File: src/rtl/onehot_scan_decoder.sv
// onehot_scan_decoder
//   Registered one-hot decoder with two operating modes:
//     mode=0 (DIRECT): each accepted din is decoded to dout = 1 << din.
//     mode=1 (SCAN)  : dout walks round the set bits of ch_mask. Each
//                      channel is held for dwell+1 enabled cycles. An empty
//                      mask parks the block in HALT with err raised.
//   Nothing changes state while en is low.
//
// Ports
//   clk        in   rising-edge clock
//   rst_n      in   asynchronous active-low reset
//   en         in   global enable; low freezes all state
//   mode       in   0 = direct decode, 1 = auto-scan
//   din_valid  in   din is offered
//   din        in   [SEL_W] index to decode
//   din_ready  out  din is accepted this cycle (combinational: en & ~mode)
//   ch_mask    in   [2**SEL_W] channels eligible for scan
//   dwell      in   [DWELL_W] extra cycles each scan channel is held
//   dout       out  [2**SEL_W] registered one-hot or all-zero output
//   dout_valid out  dout holds a valid decode
//   err        out  scan requested with an empty mask
module onehot_scan_decoder #(
    parameter int SEL_W   = 2,
    parameter int DWELL_W = 4
) (
    input  logic                  clk,
    input  logic                  rst_n,
    input  logic                  en,
    input  logic                  mode,
    input  logic                  din_valid,
    input  logic [SEL_W-1:0]      din,
    output logic                  din_ready,
    input  logic [(2**SEL_W)-1:0] ch_mask,
    input  logic [DWELL_W-1:0]    dwell,
    output logic [(2**SEL_W)-1:0] dout,
    output logic                  dout_valid,
    output logic                  err
);

    localparam int N = 2**SEL_W;

    typedef enum logic [1:0] {
        IDLE   = 2'd0,
        DIRECT = 2'd1,
        SCAN   = 2'd2,
        HALT   = 2'd3
    } state_t;

    state_t               state_r, state_s;
    logic [N-1:0]         dout_r, dout_s;
    logic                 dout_valid_r, dout_valid_s;
    logic                 err_r, err_s;
    logic [SEL_W-1:0]     ptr_r, ptr_s;
    logic [DWELL_W-1:0]   cnt_r, cnt_s;
    logic                 mask_empty_s;

    // Single set bit at position idx; only ever produces a one-hot value.
    function automatic logic [N-1:0] onehot(input logic [SEL_W-1:0] idx);
        logic [N-1:0] v;
        v      = {N{1'b0}};
        v[idx] = 1'b1;
        return v;
    endfunction

    // Lowest set bit of mask (0 when the mask is empty).
    function automatic logic [SEL_W-1:0] lowest_bit(input logic [N-1:0] mask);
        logic [SEL_W-1:0] res;
        logic             found;
        res   = {SEL_W{1'b0}};
        found = 1'b0;
        for (int i = 0; i < N; i++) begin
            if (!found && mask[i]) begin
                res   = SEL_W'(i);
                found = 1'b1;
            end else begin
                res   = res;
            end
        end
        return res;
    endfunction

    // Next set bit strictly above ptr, searching circularly so the walk wraps
    // back through bit 0. If no other bit is set the pointer stays put, which
    // keeps a single-channel scan parked on that channel.
    function automatic logic [SEL_W-1:0] next_bit(input logic [N-1:0]     mask,
                                                  input logic [SEL_W-1:0] ptr);
        logic [SEL_W-1:0] res;
        logic [SEL_W-1:0] idx;
        logic             found;
        res   = ptr;
        found = 1'b0;
        for (int i = 1; i < N; i++) begin
            idx = ptr + SEL_W'(i);
            if (!found && mask[idx]) begin
                res   = idx;
                found = 1'b1;
            end else begin
                res   = res;
            end
        end
        return res;
    endfunction

    assign mask_empty_s = (ch_mask == {N{1'b0}});
    assign din_ready    = en & ~mode;

    // Next-state and next-output logic; every register holds unless a branch updates it.
    always_comb begin
        state_s      = state_r;
        dout_s       = dout_r;
        dout_valid_s = dout_valid_r;
        err_s        = err_r;
        ptr_s        = ptr_r;
        cnt_s        = cnt_r;

        if (en) begin
            if (!mode) begin
                // Direct mode wins from any state; the edge that enters DIRECT
                // already decodes din when it is offered.
                state_s = DIRECT;
                err_s   = 1'b0;
                if (din_valid) begin
                    dout_s       = onehot(din);
                    dout_valid_s = 1'b1;
                end else begin
                    dout_s       = dout_r;
                    dout_valid_s = dout_valid_r;
                end
            end else if (state_r == SCAN) begin
                if (mask_empty_s) begin
                    state_s      = HALT;
                    dout_s       = {N{1'b0}};
                    dout_valid_s = 1'b0;
                    err_s        = 1'b1;
                end else if (cnt_r == dwell) begin
                    // The dwell runs out on the current channel even if its
                    // mask bit has been cleared meanwhile.
                    ptr_s  = next_bit(ch_mask, ptr_r);
                    dout_s = onehot(next_bit(ch_mask, ptr_r));
                    cnt_s  = {DWELL_W{1'b0}};
                end else begin
                    cnt_s = cnt_r + DWELL_W'(1);
                end
            end else begin
                if (mask_empty_s) begin
                    state_s      = HALT;
                    dout_s       = {N{1'b0}};
                    dout_valid_s = 1'b0;
                    err_s        = 1'b1;
                end else begin
                    state_s      = SCAN;
                    ptr_s        = lowest_bit(ch_mask);
                    dout_s       = onehot(lowest_bit(ch_mask));
                    dout_valid_s = 1'b1;
                    cnt_s        = {DWELL_W{1'b0}};
                    err_s        = 1'b0;
                end
            end
        end else begin
            state_s = state_r;
        end
    end

    // State and output registers.
    always_ff @(posedge clk or negedge rst_n) begin
        if (!rst_n) begin
            state_r      <= IDLE;
            dout_r       <= {N{1'b0}};
            dout_valid_r <= 1'b0;
            err_r        <= 1'b0;
            ptr_r        <= {SEL_W{1'b0}};
            cnt_r        <= {DWELL_W{1'b0}};
        end else begin
            state_r      <= state_s;
            dout_r       <= dout_s;
            dout_valid_r <= dout_valid_s;
            err_r        <= err_s;
            ptr_r        <= ptr_s;
            cnt_r        <= cnt_s;
        end
    end

    assign dout       = dout_r;
    assign dout_valid = dout_valid_r;
    assign err        = err_r;

endmodule

File: config.mk
export PLATFORM = sky130hd
export DESIGN_NAME = onehot_scan_decoder
export DESIGN_NICKNAME = d
export VERILOG_FILES = /design/src/rtl/onehot_scan_decoder.sv
export SDC_FILE = /design/constraint.sdc
export NUM_CORES = 1
export LEC_CHECK = 0
export CAP_MARGIN = 20
export CORE_MARGIN = 2
export CORE_UTILIZATION = 45
export DETAILED_ROUTE_END_ITERATION = 10
export GPL_TIMING_DRIVEN = 0
export HOLD_SLACK_MARGIN = 0.02
export PLACE_DENSITY = 0.84
export SLEW_MARGIN = 20
export SYNTH_ARGS = -nofsm -noshare
export SYNTH_HDL_FRONTEND = slang
export SYNTH_SLANG_ARGS = --single-unit
File: constraint.sdc
create_clock -name clk -period 2 [get_ports clk]
set_input_delay 0.5 -clock clk [delete_from_list [all_inputs] [get_ports clk]]
set_output_delay 0.5 -clock clk [all_outputs]
set_load 0.005 [all_outputs]
==> results of run 1 <==
## what timing repair did
item | CTS | global route
pin swaps | 2 | 1
hold buffers | 0 | 0
endpoints found under the hold margin | 0 | 0
buffers inserted | 2 | 0
resized for setup | 8 | 2
setup endpoints to repair | 5 | 5
## through the flow
step                cells  hold WS [ps]
global route          162           543
CTS                   162           502
detailed placement    156           481
finish                162           502
global placement      156           467
floorplan             109           204
## flip-flops by register name, summed over array words and instances (netlist names)
signal,flops
cnt_r,4
err,1
state_r,2
dout_valid,1
ptr_r,2
dout,4
## area by class of cell
class	instances	area [sq um]	area share
Buffer	4	32.5	0.0260
Clock buffer	4	36.3	0.0290
Inverter	7	26.3	0.0210
Multi-Input combinational cell	84	554	0.443
Sequential cell	14	350	0.280
Tap cell	27	33.8	0.0270
Timing Repair Buffer	22	216	0.173
## synthesized netlist by cell type, types with 3 or more instances
| master | instances |
|---|---|
| o21ai_0 | 12 |
| dfrtp_1 | 14 |
| inv_1 | 7 |
| nor2b_1 | 4 |
| a21oi_1 | 8 |
| nand2_1 | 10 |
| nand2b_1 | 3 |
| clkbuf_1 | 3 |
| xnor2_1 | 4 |
| nor2_1 | 10 |
## power breakdown
part | switching (mW) | internal [mW]
combinational | 0.144 | 0.144
sequential | 0.0418 | 0.326
clock | 0.0977 | 0.111
## kinds of logic (layout without fill, tap and decap cells)
kind of cell,count (synthesis),count (layout),share of synthesized area
and+or+nand+nor,40,40,0.232
xor gates and xnor gates,7,7,0.0728
buffers and inverters,11,37,0.0516
AOI/OAI and AO/OA,36,36,0.261
adders and majority gates,1,1,0.0132
DFF,14,14,0.370
## worst paths after layout
check / startpoint / depth (start not counted) / endpoint / slack (ps)
max: dwell[0] / 6 / ptr_r[0]$_DFFE_PN0P_ / 80
min: dout[2]$_DFFE_PN0P_ / 2 / dout[2]$_DFFE_PN0P_ / 500
max reg2reg: ptr_r[1]$_DFFE_PN0P_ / 6 / dout[3]$_DFFE_PN0P_ / 290
min reg2reg: dout[2]$_DFFE_PN0P_ / 2 / dout[2]$_DFFE_PN0P_ / 500
max in group asynchronous: rst_n / 1 / cnt_r[3]$_DFFE_PN0P_ / 960
min in group asynchronous: rst_n / 1 / dout[1]$_DFFE_PN0P_ / 620
## placed cells by master, fill, tap and decap left out, types with 2 or more instances in the layout
cell and count:
a21oi_1 8, a31oi_1 2, nand2_1 10, xor2_1 2, nand3_1 2, and3_1 2, nor2_1 9, nand2b_1 3
buf_4 2, nor2_2 2, clkbuf_1 2, o21ai_0 12, o211ai_1 2, xnor2_1 4, clkbuf_8 2, dlymetal6s2s_1 2
clkbuf_4 3, a32oi_1 2, inv_1 7, nor2b_1 4, dlygate4sd2_1 3, clkdlybuf4s50_1 15, dfrtp_1 14
## critical path, stage by stage
cell and delay, ps:
clkdlybuf4s50_1 420, xnor2_1 200, nand4_2 180, a311oi_4 380
o21ai_1 110, o32a_1 290
## metal layers
layer,up-vias,track usage
met3,4,0.0182
met1,437,0.253
met4,0,0.0972
met2,28,0.336
li1,448,-
met5,-,0
==> results.md, run 1 <==
- The sequential fraction of the synthesis area is 0.370.
- The worst setup path is captured at a flop.
- The CTS tree is done.
- Averaged over all synthesized cells, the footprint is 8.68 sq um.
- The synthesized design contains 0 enable-type register cells.
- The die height is 49.8 um.
- The via count of the routed design is 917.
- The later-pin clock latency in the skew report is 280 ps.
- Summed over all nets, wire length on met3 after detailed routing comes to 81 um.
- The count of max-cap constraint violations is 0.
- The total of flip-flops plus latches after synthesis is 14.
- The smallest setup slack after layout is 75.2 ps.
- The most used flip-flop cell after synthesis is dfrtp_1.
- In the final routed layout, each cell accounts on average for 13.7 um.
- The number of pins with negative max-slew slack in the final report was 0.
- The clock sink total is 14.
- The total DRC errors in the routed layout is 0.
- Yosys printed 0 warnings.
- In this run the power density over the cells is 692 nW/um^2.
- By area the synthesized netlist is led by dfrtp_1 37%, o21ai_0 6.3%, a21oi_1 4.2%.
- After layout, the minimum clock period comes to 1920 ps.
- Adding up every negative setup slack in the final design gives 0 ps.
- The worst setup path is launched from a primary input.
- The number of nets produced by synthesis is 125.
- The highest attainable clock frequency is 520 MHz.
- The total I/O pin count is 22.
- The met2 wirelength from detailed routing is 1.13 mm.
- Across the routed clock network, the largest skew measured is 3.50 ps.
- The sum of routed wire segments on met1 is 984 um.
- The total inserted antenna cells is 0.
- The area added between synthesis and finish is 32.1%.
- The clock-pin slew reported for the worst setup and hold paths after clock tree synthesis is 90 ps.
- The final instance area is 1250 sq um.
- The via count of the first global-routing pass is 864.
- The global-route wire length before repair is 3.77 mm.
- The share of layout cells above drive strength 1 is 0.119.
- After global routing the overflow that remains totals 0.
- The data required time of the critical path is 2170 ps.
- The total power is 0.865 mW.
- At the end of routability-driven placement, the weighted congestion stood at 0.859.
- The cell at the root of the clock tree is clkbuf_4.
- The proportion of netlist area held by the largest area contributor is 0.370.
- The number of library cell types mapped by synthesis is 37.
- The number of iterations in the first detailed-routing pass is 4.
- The initial antenna violation count came to 0.
- The peak supply drop is 470 uV.
- The count of buffers added on input and output ports is 20.
- Of all nets on the critical path, the largest fanout is 5.
- The placed instances occupy a cell area of 1180 sq um.
- The share of synthesized flip-flops with an asynchronous set or reset is 1.00.
- The type of the setup path with the least slack is primary input to flop.
- The pin count of the biggest net entering global routing is 15.
- The count of final hold-check violations came to 0.
- The analysis attributes to cell leakage a power of 0.521 nW.
- Summed over all nets, the half-perimeter wirelength after detailed placement is 1.62 mm.
- The count of standard-cell rows is 16.
- The biggest area contributor in the post-synthesis netlist is dfrtp_1.
- Synthesis produced 109 cells.
- The run finished with clean final reports.
- The data arrival time at the worst-slack endpoint is 2100 ps.
- Setup violations remaining at the end of the flow were counted as 0.
- From left edge to right edge, the die measures 49.8 um.
- Across every metal layer, demand over resource in global routing totals 0.199.
- In this run, CTS created clock tree buffers numbering 3.
- The longest clock path from root to sink contains 2 buffers.
- The area of the die is 2480 sq um.
- In this run the cell area of the synthesized design comes to 946 sq um.
- The remaining max-slew budget at the tightest pin is 0.552.
- The number of filler cells placed in the layout is 183.
- For this configuration, the core starts out at a cell density of 0.477.
- Once layout is complete, the utilization of the core stands at 0.631.
- The sum of routed wire length over all layers is 2.23 mm.
- The number of DRC violations after detailed-routing iteration 0 is 31.
- Dividing the final minimum period by the clock period gives 0.962.
- The total number of H-tree levels is 1.
- The pre-CTS setup slack is -410 ps.
- The final net count is 152.
- Setup repair after global routing left no endpoint under its margin.
- The via density per instance is 5.66.
- The path class of the tightest hold or removal check is flop to flop.
- The floorplan step defined a core boundary enclosing 1980 sq um.
- The detail route stage leaves a number of antenna-violating nets equal to 0.
- The transition at the pin with the smallest max-transition slack is 670 ps.
- Routed signal wires occupy layers up through met4.
Note: power is estimated with default switching activity, not from simulation.
==> run 2: changes to the inputs <==
--- a/config.mk
+++ b/config.mk
@@ -8,6 +8,7 @@
 export CAP_MARGIN = 20
 export CORE_MARGIN = 2
 export CORE_UTILIZATION = 45
+export CTS_CLUSTER_DIAMETER = 50
 export DETAILED_ROUTE_END_ITERATION = 10
 export GPL_TIMING_DRIVEN = 0
 export HOLD_SLACK_MARGIN = 0.02
==> results of run 2 <==
Same layout as run 1: the final DEF is identical, and so are final timing and power.
